### src/rtl/params_proc.sv
// params_proc: shared pipeline constants, opcodes and MDU latency defaults.
package params_proc;
  localparam int CTRL_WIDTH = 6;
  localparam int REG_ADDR_WIDTH = 4;
  localparam logic [5:0] OP_LW = 6'h03;
  localparam logic [5:0] OP_MUL = 6'h18;
  localparam logic [5:0] OP_DIV = 6'h1a;
  localparam int MUL_LAT = 4;
  localparam int DIV_LAT = 16;
endpackage

### src/rtl/exec_hazard_sched_hazard_cmp.sv
// hazard_cmp: flags a load-use hazard that forwarding cannot cover.
module hazard_cmp #(
  parameter int REG_ADDR_WIDTH = params_proc::REG_ADDR_WIDTH
) (
  input  logic                      valid_p23,
  input  logic                      valid_p34,
  input  logic                      load_p34,
  input  logic                      use_A,
  input  logic                      use_B,
  input  logic [REG_ADDR_WIDTH-1:0] A_addr,
  input  logic [REG_ADDR_WIDTH-1:0] B_addr,
  input  logic [REG_ADDR_WIDTH-1:0] reg_addr_p34,
  output logic                      hz
);
  assign hz = valid_p23 & valid_p34 & load_p34 & (reg_addr_p34 != '0) &
              ((use_A & (A_addr == reg_addr_p34)) | (use_B & (B_addr == reg_addr_p34)));
endmodule

### src/rtl/exec_hazard_sched.sv
// exec_hazard_sched: stage-3 load-use stall and iterative MDU sequencer.
module exec_hazard_sched #(
  parameter int CTRL_WIDTH     = params_proc::CTRL_WIDTH,
  parameter int REG_ADDR_WIDTH = params_proc::REG_ADDR_WIDTH,
  parameter int MUL_LAT        = params_proc::MUL_LAT,
  parameter int DIV_LAT        = params_proc::DIV_LAT,
  parameter int LU_STALL       = 1,
  parameter int CNT_WIDTH      = 16
) (
  input  logic                      clk_p3,
  input  logic                      RST,
  input  logic                      valid_p23,
  input  logic [CTRL_WIDTH-1:0]     ctrl_p23,
  input  logic [REG_ADDR_WIDTH-1:0] A_addr,
  input  logic [REG_ADDR_WIDTH-1:0] B_addr,
  input  logic                      use_A,
  input  logic                      use_B,
  input  logic                      valid_p34,
  input  logic                      load_p34,
  input  logic [REG_ADDR_WIDTH-1:0] reg_addr_p34,
  input  logic                      flush,
  output logic                      hold_p12,
  output logic                      bubble_p3,
  output logic                      done_p3,
  output logic                      mdu_start,
  output logic                      mdu_op,
  output logic                      mdu_abort,
  output logic [CNT_WIDTH-1:0]      stall_cnt
);
  typedef enum logic [1:0] {IDLE = 2'd0, LSTALL = 2'd1, MDU = 2'd2} state_t;
  localparam int LMAX = (DIV_LAT > MUL_LAT ? DIV_LAT : MUL_LAT) > LU_STALL ?
                        (DIV_LAT > MUL_LAT ? DIV_LAT : MUL_LAT) : LU_STALL;
  localparam int CW = $clog2(LMAX + 1);
  state_t                r_state;
  logic [CW-1:0]         r_cnt;
  logic                  r_mdu_start;
  logic                  r_mdu_op;
  logic                  r_mdu_abort;
  logic [CNT_WIDTH-1:0]  r_stall_cnt;
  logic                  w_hz;
  logic                  w_md;
  logic                  w_div;
  logic                  w_busy;
  hazard_cmp #(.REG_ADDR_WIDTH(REG_ADDR_WIDTH)) u_hazard_cmp (
    .valid_p23   (valid_p23),
    .valid_p34   (valid_p34),
    .load_p34    (load_p34),
    .use_A       (use_A),
    .use_B       (use_B),
    .A_addr      (A_addr),
    .B_addr      (B_addr),
    .reg_addr_p34(reg_addr_p34),
    .hz          (w_hz)
  );
  assign w_div  = valid_p23 & (ctrl_p23 == CTRL_WIDTH'(params_proc::OP_DIV));
  assign w_md   = w_div | (valid_p23 & (ctrl_p23 == CTRL_WIDTH'(params_proc::OP_MUL)));
  // MDU result lands in its final cycle, when cnt has reached zero
  assign w_busy = (r_state == MDU) & (r_cnt != '0);
  always_comb begin
    bubble_p3 = (r_state == LSTALL) | ((r_state == IDLE) & w_hz);
    hold_p12  = bubble_p3 | w_busy;
    done_p3   = !w_busy;
  end
  always_ff @(posedge clk_p3 or negedge RST) begin
    if (!RST) begin
      r_state     <= IDLE;
      r_cnt       <= '0;
      r_mdu_start <= 1'b0;
      r_mdu_op    <= 1'b0;
      r_mdu_abort <= 1'b0;
      r_stall_cnt <= '0;
    end else begin
      r_mdu_start <= 1'b0;
      r_mdu_abort <= 1'b0;
      if (hold_p12 && !(&r_stall_cnt)) r_stall_cnt <= r_stall_cnt + CNT_WIDTH'(1);
      if (flush) begin
        r_state     <= IDLE;
        r_cnt       <= '0;
        r_mdu_abort <= (r_state == MDU);
      end else if (r_state == IDLE) begin
        if (w_hz) begin
          if (LU_STALL > 1) begin
            r_state <= LSTALL;
            r_cnt   <= CW'(LU_STALL - 2);
          end
        end else if (w_md) begin
          r_state     <= MDU;
          r_cnt       <= w_div ? CW'(DIV_LAT - 1) : CW'(MUL_LAT - 1);
          r_mdu_op    <= w_div;
          r_mdu_start <= 1'b1;
        end
      end else if (r_cnt == '0) begin
        r_state <= IDLE;
      end else begin
        r_cnt <= r_cnt - CW'(1);
      end
    end
  end
  assign mdu_start = r_mdu_start;
  assign mdu_op    = r_mdu_op;
  assign mdu_abort = r_mdu_abort;
  assign stall_cnt = r_stall_cnt;
endmodule

### config.mk
export PLATFORM = sky130hd
export DESIGN_NAME = exec_hazard_sched
export DESIGN_NICKNAME = d
export VERILOG_FILES = /design/src/rtl/params_proc.sv /design/src/rtl/exec_hazard_sched_hazard_cmp.sv /design/src/rtl/exec_hazard_sched.sv
export SDC_FILE = /design/constraint.sdc
export NUM_CORES = 1
export LEC_CHECK = 0
export CAP_MARGIN = 20
export CORE_UTILIZATION = 46
export DETAILED_ROUTE_END_ITERATION = 6
export GPL_ROUTABILITY_DRIVEN = 0
export MAX_ROUTING_LAYER = met4
export PLACE_DENSITY = 0.85
export SKIP_CTS_REPAIR_TIMING = 1
export SYNTH_ARGS = -nofsm -noshare
export SYNTH_HDL_FRONTEND = slang
export SYNTH_SLANG_ARGS = --single-unit
### constraint.sdc
create_clock -name clk_p3 -period 2.55 [get_ports clk_p3]
set_input_delay 0.51 -clock clk_p3 [delete_from_list [all_inputs] [get_ports clk_p3]]
set_output_delay 0.51 -clock clk_p3 [all_outputs]
set_load 0.02 [all_outputs]
==> results.sh <==
export IMPL_grt_pass1_vias=1418
export IMPL_cts_made_buffers=3
export IMPL_wirelength_um=3740
export IMPL_total_leakage_power_nw=0.872
export IMPL_ys_seq_elements=25
export IMPL_cts_path_max_buffers=2
export IMPL_final_layout_size_suffix_gt1_frac=0.151
export IMPL_cts_tree="built"
export IMPL_drc=0
export IMPL_ioPinCount=48
export IMPL_dp_hpwl_um=2890
export IMPL_min_period_over_period=0.983
export IMPL_antenna_found_initial=0
export IMPL_grt_max_degree=26
export IMPL_setup_violations=0
export IMPL_initial_utilization=0.495
export IMPL_synth_top_area_frac=0.407
export IMPL_post_route_util=0.702
export IMPL_cp_end_kind="primary output"
export IMPL_clk_pin_slew_ns=0.14
export IMPL_synthCells=153
export IMPL_synth_edf_count=0
export IMPL_critPathMaxFanout=3
export IMPL_firstDrtPassIters=4
export IMPL_rsz0062_at_grt="true"
export IMPL_row_count=20
export IMPL_die_h_um=59.8
export IMPL_core_area_um2=3100
export IMPL_critPathLaunchType="input pin"
export IMPL_min_path_type="reg2reg"
export IMPL_wl_per_cell_um=14.6
export IMPL_total_power_mw=0.772
export IMPL_mostFrequentLayoutCell="clkdlybuf4s50_1"
export IMPL_synth_area_um2=1540
export IMPL_synth_distinct_cells=45
export IMPL_vias=1458
export IMPL_grt_pass1_wl_um=6130
export IMPL_insertion_delay_ns=0.32
export IMPL_htreeDepth=1
export IMPL_grt_overflow_total=0
export IMPL_dieArea_um2=3580
export IMPL_n_antenna_cell=0
export IMPL_fmax_ghz=0.399
export IMPL_syn_to_final_growth_pct=41.7
export IMPL_post_place_cells=252
export IMPL_synth_nets=181
export IMPL_synth_top_cell_by_area="dfrtp_1"
export IMPL_tightest_slew_ns=0.588
export IMPL_max_cap_violations=0
export IMPL_drt_iter0_drc=38
export IMPL_avgSynthCellArea_um2=10.0
export IMPL_grt_usage=0.233
export IMPL_synth_seq_area_share=0.407
export IMPL_clock_skew_ns=0.0104
export IMPL_power_density_nw_per_um2=355
export IMPL_dieWidth_um=59.8
export IMPL_final_cell_mix="43 x clkdlybuf4s50_1, 25 x dfrtp_1, 14 x nand2_1"
export IMPL_synthArstFlopShare=1.00
export IMPL_cts_root_buf="clkbuf_4"
export IMPL_finalNetCount=241
export IMPL_yosysWarnings=0
export IMPL_antenna_left=0
export IMPL_n_fill_cell=273
export IMPL_layout_min_cycle_time_ns=2.51
export IMPL_fin_cells=256
export IMPL_viasPerCell=5.70
export IMPL_port_buffers=47
export IMPL_ir_worst_vdd_v=0.000264
export IMPL_hold_viol_final=0
export IMPL_ys_flop_type="dfrtp_1"
export IMPL_critPathArrivalTime_ns=2.00
export IMPL_cp_required_ns=2.04
export IMPL_slew_violations=0
export IMPL_relSlewSlack=0.605
export IMPL_worstSetupPathType="in2out"
export IMPL_synth_area_top_cells="dfrtp_1 41%, xor2_1 5.7%, mux2_1 5.1%, a21oi_1 3.6%, nand2_1 3.4%"
export IMPL_clock_sinks=25
export IMPL_run_status="complete, no violations"
[cells by family after synthesis]
family,after synthesis,share of synthesized area
and+or+nand+nor,59,0.215
adders and majority gates,2,0.0163
AOI/OAI and AO/OA,36,0.192
buffers and inverters,8,0.0261
DFF,25,0.407
xor gates and xnor gates,15,0.0855
muxes,8,0.0578
[critical path: stages]
cell,delay [ns]
clkdlybuf4s50_1,0.48
xor2_1,0.20
nor3b_1,0.24
and4_4,0.28
o21ai_4,0.07
nand2_1,0.06
clkbuf_2,0.16
[stage by stage]
step | hold WS [ns] | instance area [µm²] | setup TNS, ns | worst slack (ns)
after global routing | 0.541 | 2180 | -0.00829 | -0.00829
after detailed placement | 0.490 | 2130 | -1.11 | -0.399
final | 0.511 | 2180 | 0 | 0.0440
after CTS | 0.518 | 2150 | -0.726 | -0.410
after global placement | 0.468 | 2130 | -0.591 | -0.327
after floorplan | 0.214 | 1540 | 0 | 0.486
[power breakdown]
group	internal (mW)	leakage [nW]	total, mW	switching, mW
clock	0.0611	0.0150	0.180	0.119
combinational	0.0920	0.568	0.165	0.0734
sequential	0.410	0.290	0.427	0.0171
total	0.563	0.872	0.772	0.209
[path summary, 6_finish.rpt]
kind	to	depth (start not counted)	slack, ns	startpoint
setup / recovery	hold_p12	7	0.04	reg_addr_p34[0]
hold / removal	stall_cnt[15]	1	0.51	stall_cnt[15]
setup reg to reg	stall_cnt[2]	7	0.52	stall_cnt[0]
hold reg to reg	stall_cnt[15]	1	0.51	stall_cnt[15]
max in group asynchronous	stall_cnt[10]	2	1.76	RST
min in group asynchronous	mdu_abort	2	0.54	RST
[layer usage]
| layer | track usage | vias up | share of wire |
|---|---|---|---|
| met2 | 0.419 | 51 | 0.54 |
| li1 | - | 680 | - |
| met5 | - | - | 0 |
| met4 | 0.0797 | 0 | 0.0059 |
| met1 | 0.272 | 725 | 0.42 |
| met3 | 0.0173 | 2 | 0.039 |
[flip-flops by register name, summed over array words and instances (netlist names)]
signal / flops
mdu_abort: 1
mdu_op: 1
mdu_start: 1
r_cnt: 5
r_state: 1
stall_cnt: 16
[cell usage after synthesis (2+ instances only)]
cell type	instances
dfrtp_1	25
nand2_1	14
a21oi_1	11
xor2_1	10
nor2_1	8
mux2_1	7
nand3_1	7
a211oi_1	5
nand4_1	5
xnor2_1	5
a2bb2oi_1	3
and4_1	3
inv_1	3
nand2b_1	3
nor3_1	3
o31a_1	3
and2_1	2
and4_4	2
buf_2	2
ha_1	2
nor2b_1	2
nor3b_1	2
nor4b_1	2
o21ai_1	2
or3_1	2
[cell type report]
type	instances	area (µm²)	area share
clock buffers	4	26.3	0.0121
inverters	4	15.0	0.00690
well taps	44	55.1	0.0253
multi-input cells	120	900	0.413
flip-flops and latches	25	626	0.287
repair buffers	59	556	0.255
Power figures use the tool's default switching activity.
==> RTL change 1 (same settings) <==
`REG_ADDR_WIDTH`: 4 -> 5.
--- a/src/rtl/params_proc.sv
+++ b/src/rtl/params_proc.sv
@@ -1,7 +1,7 @@
 // params_proc: shared pipeline constants, opcodes and MDU latency defaults.
 package params_proc;
   localparam int CTRL_WIDTH = 6;
-  localparam int REG_ADDR_WIDTH = 4;
+  localparam int REG_ADDR_WIDTH = 5;
   localparam logic [5:0] OP_LW = 6'h03;
   localparam logic [5:0] OP_MUL = 6'h18;
   localparam logic [5:0] OP_DIV = 6'h1a;
Ports: changed (resized A_addr, B_addr and reg_addr_p34); port bits go from 48 to 51. The function was not compared with the original's and may differ.
==> RTL change 1 against the original RTL <==
- setup slack lost 0.015 ns
- sequential cell count is the same
- routed wire length grew 2.5%
- design area grew 0.34%
- via count shrank 11%
- synthesized area shrank 5.0%
- power grew 5.6%
- cell count shrank 4.7%
- largest cell class unchanged
- largest power group unchanged
==> RTL change 1: results (changes against the original RTL) <==
Finish
  – Number of flip-flops in the largest register: 16 (unchanged)
  – Share of post-route cells with drive strength above 1: 0.225 (+0.0741)
  – # nets final: 232 (-3.7%)
  – Ant diodes: 0 (unchanged)
  – Fillers: 219 (-20%)

Synthesis
  – Netlist cell types: 39 (-13%)
  – Post-Syn Nets: 167 (-7.7%)
  – Post-synth top cells: dfrtp_1, xor2_1, nor3_2
  – Share of flip-flops with an asynchronous set or reset: 1.00 (unchanged)
  – Synth top area cells: dfrtp_1, xor2_1, nor3_2, xnor2_1, nor4_2
  – Yosys Warn Count: 0 (unchanged)
  – Post-synthesis sequential area ratio: 0.428 (+0.0213)

Pwr
  – Highest ir drop seen on vdd: 254 µV (-4.1%)
  – Switching part of the total: 0.289 (+0.0180)
  – Leakage: 0.884 nW (+1.3%)

Placed design
  – Post-DP HPWL: 2.74 mm (-5.2%)
  – DP Area: 2070 µm² (-2.5%)
  – Port bufs: 50 (+6.4%)

Timing
  – Max-slew headroom: 0.722 (+0.117)
  – Setup Skew: 0.00728 ns (-0.00311 ns)

Routing
  – Routed wire length: 3.83 mm (+2.5%)
  – Initial DRC Count: 36 (-5.3%)
  – Vias/cell: 5.30 (-6.9%)
  – DRT Pass-1 Iters: 4 (unchanged)

Clocking
  – Clock Tree Buf Depth: 2 (unchanged)
  – Clock root buffer: clkbuf_4
  – CTS buffer count: 3 (unchanged)
  – Clock slew at reported path FFs: 0.15 ns
  – Total number of H-tree levels: 1 (unchanged)
  – Clk_lat worst skew: 0.32 ns (about the same)

GRT
  – Number of global-route vias before repair: 1302 (-8.2%)
  – Initial antenna violation count: 0 (unchanged)
  – Largest net degree at the start of global routing: 26 (unchanged)
  – Total track usage: 0.231 (-0.00180)
  – First-pass GRT wire length: 5.89 mm (-3.9%)

Hold path
  – Hold crit path type: reg -> reg

Critical path
  – CP max FO: 2 (-1)
  – CP arrival: 2.01 ns

Outcome
  – Status: finished, final reports clean
RTL change 1: cell count changes after synthesis, sizes merged, moves of 4 or more:
cell,delta
nor4,+6
a21oi,-11
and4,-4
nor3,+10
xor2,+13
nand2,-7
a211oi,-5
RTL change 1: area by class of cell:
cell class	instances	area, µm²	share of cell area
clock inverter	1	5.00	0.00229
timing repair buffer	64	626	0.286
tap	44	55.1	0.0252
sequential	25	626	0.286
clock buffer	3	22.5	0.0103
inverter	6	22.5	0.0103
multi-input combinational	101	828	0.379
RTL change 1: power groups by stage:
stage,Sequential (W),Clock (W),Combinational [W]
6_report,0.000435,0.000184,0.000197
5_1_grt,0.000437,0.000194,0.000213
4_1_cts,0.000435,0.000179,0.000189
3_5_place_dp,0.000443,0,0.000189
3_3_place_gp,0.000440,0,0.000182
2_1_floorplan,0.000462,0,0.0000549
RTL change 1: worst max-delay path, stage by stage:
cell and delay (ns):
clkdlybuf4s50_1 0.41, xor2_1 0.16, nor4_2 0.28, a32oi_2 0.17
o31a_4 0.31, inv_2 0.05, buf_6 0.10
RTL change 1: final timing paths:
check                         startpoint             to  slack (ns)  depth (start not counted)
setup / recovery               A_addr[3]       hold_p12        0.03                          7
hold reg to reg            stall_cnt[15]  stall_cnt[15]        0.51                          1
hold / removal             stall_cnt[15]  stall_cnt[15]        0.51                          1
setup reg to reg                r_cnt[0]   stall_cnt[1]        0.39                          9
min in group asynchronous            RST      mdu_abort        0.54                          2
max in group asynchronous            RST         mdu_op        1.76                          2
RTL change 1: per-layer routing:
layer / global-route usage / wire length [µm] / part of all wire
met5: - / 0 / 0
met4: 0.0578 / 68 / 0.018
met2: 0.409 / 1950 / 0.51
met1: 0.277 / 1530 / 0.40
met3: 0.0352 / 281 / 0.073
RTL change 1: logic make-up after synthesis:
family          after synthesis  share of synthesized area
compound gates               13                     0.0737
xor+xnor                     28                      0.168
fa+ha+maj                     2                     0.0171
buf+inv                      10                     0.0317
flops                        25                      0.428
mux                           4                     0.0308
simple gates                 54                      0.250
RTL change 1: per-stage QoR:
step,TNS (ns),cells,setup slack (ns)
after CTS,-1.36,241,-0.633
after global routing,-0.0398,244,-0.0332
after floorplan,0,136,0.232
after detailed placement,-4.21,237,-0.625
final,0,244,0.0294
after global placement,-3.22,237,-0.595
==> RTL change 2 (config.mk and constraints unchanged) <==
Made on the original files. The 3 states of `state_t` get a one-hot encoding in 3 bits.
--- a/src/rtl/exec_hazard_sched.sv
+++ b/src/rtl/exec_hazard_sched.sv
@@ -27,7 +27,7 @@
   output logic                      mdu_abort,
   output logic [CNT_WIDTH-1:0]      stall_cnt
 );
-  typedef enum logic [1:0] {IDLE = 2'd0, LSTALL = 2'd1, MDU = 2'd2} state_t;
+  typedef enum logic [2:0] {IDLE = 3'b001, LSTALL = 3'b010, MDU = 3'b100} state_t;
   localparam int LMAX = (DIV_LAT > MUL_LAT ? DIV_LAT : MUL_LAT) > LU_STALL ?
                         (DIV_LAT > MUL_LAT ? DIV_LAT : MUL_LAT) : LU_STALL;
   localparam int CW = $clog2(LMAX + 1);
Formal check against the unedited RTL: same outputs for any inputs over 10 cycles, from zero or initial values and one cycle with RST low; not proved beyond that.
==> RTL change 2 against the original RTL <==
- sequential cell count grew 1
- register-to-register slack lost 0.05 ns
- critical path depth is the same
- clock skew shrank 0.0028 ns
- synthesized cell count grew 2.0%
- sequential power grew 4%
- routed wire length grew 6.8%
- utilization grew 1.6 points
- cell count grew 2.0%
- combinational power grew 12%
- setup slack gained 0.025 ns
- design area grew 4.0%
- power grew 5.4%
- synthesized area grew 2.9%
- critical path type unchanged
- largest power group unchanged
==> RTL change 2: results (changes against the original RTL) <==
Outcome
  – Status: finished, final reports clean

Critical path
  – R2R cell count: 9 (+2)
  – Critical R2R Launch: r_cnt[0]
  – R2R Path End: stall_cnt[0]
  – Crit-path max cell delay: 0.50 ns (+0.02 ns)
  – Worst setup startpoint: A_addr[1]

Routing
  – DR WL met2: 1.98 mm (-1.8%)
  – Met1 wire length: 1.71 mm (+10%)
  – Vias after detailed routing: 1452 (-0.41%)
  – Initial DRC Count: 81 (+110%)
  – Met3 routed WL: 185 µm (+27%)

Synthesis
  – Post-synth top cells: dfrtp_1, xor2_1, nor2_1
  – Post-synthesis sequential area ratio: 0.413 (+0.00534)
  – Post-Syn Nets: 184 (+1.7%)
  – Netlist cell types: 48 (+6.7%)

Pwr
  – Highest ir drop seen on vdd: 370 µV (+40%)
  – Switching part of the total: 0.280 (+0.00924)
  – Leakage: 0.962 nW (+10%)

Placed design
  – Placed insts: 257 (+2.0%)
  – DP Area: 2180 µm² (+2.7%)
  – Setup Slack @ Placement: -0.601 ns (-0.202 ns)
  – Post-DP HPWL: 2.99 mm (+3.5%)

GRT
  – GR Util met3: 0.0469 (+0.0296)
  – Number of global-route vias before repair: 1444 (+1.8%)
  – Met2 global-route usage: 0.377 (-0.0423)

Finish
  – # nets final: 246 (+2.1%)
  – Layout Cells excl Fill: 261 (+2.0%)
  – Fillers: 226 (-17%)
  – Share of post-route cells with drive strength above 1: 0.194 (+0.0426)

Timing
  – Hold Slack: 0.506 ns (-0.00533 ns)

Hold path
  – Hold path start: mdu_op
==> RTL change 2: area by class of cell <==
class                      instances  area share
multi-input combinational        123       0.417
sequential                        26       0.288
timing repair buffer              60       0.253
tap                               44      0.0243
clock buffer                       4      0.0116
inverter                           4     0.00663
==> RTL change 2: power groups by stage <==
stage	clock network, W	registers (W)	logic [W]
floorplan	0	0.000468	0.0000556
global placement	0	0.000450	0.000166
detailed placement	0	0.000453	0.000176
CTS	0.000192	0.000445	0.000176
global route	0.000207	0.000447	0.000201
finish	0.000185	0.000445	0.000184
==> RTL change 2: kinds of logic after synthesis <==
family / Yosys count / share of synthesized area
muxes: 3 / 0.0214
buffers and inverters: 7 / 0.0214
xor gates and xnor gates: 18 / 0.0998
AOI/OAI and AO/OA: 30 / 0.138
DFF: 26 / 0.413
adders and majority gates: 2 / 0.0158
and+or+nand+nor: 70 / 0.291
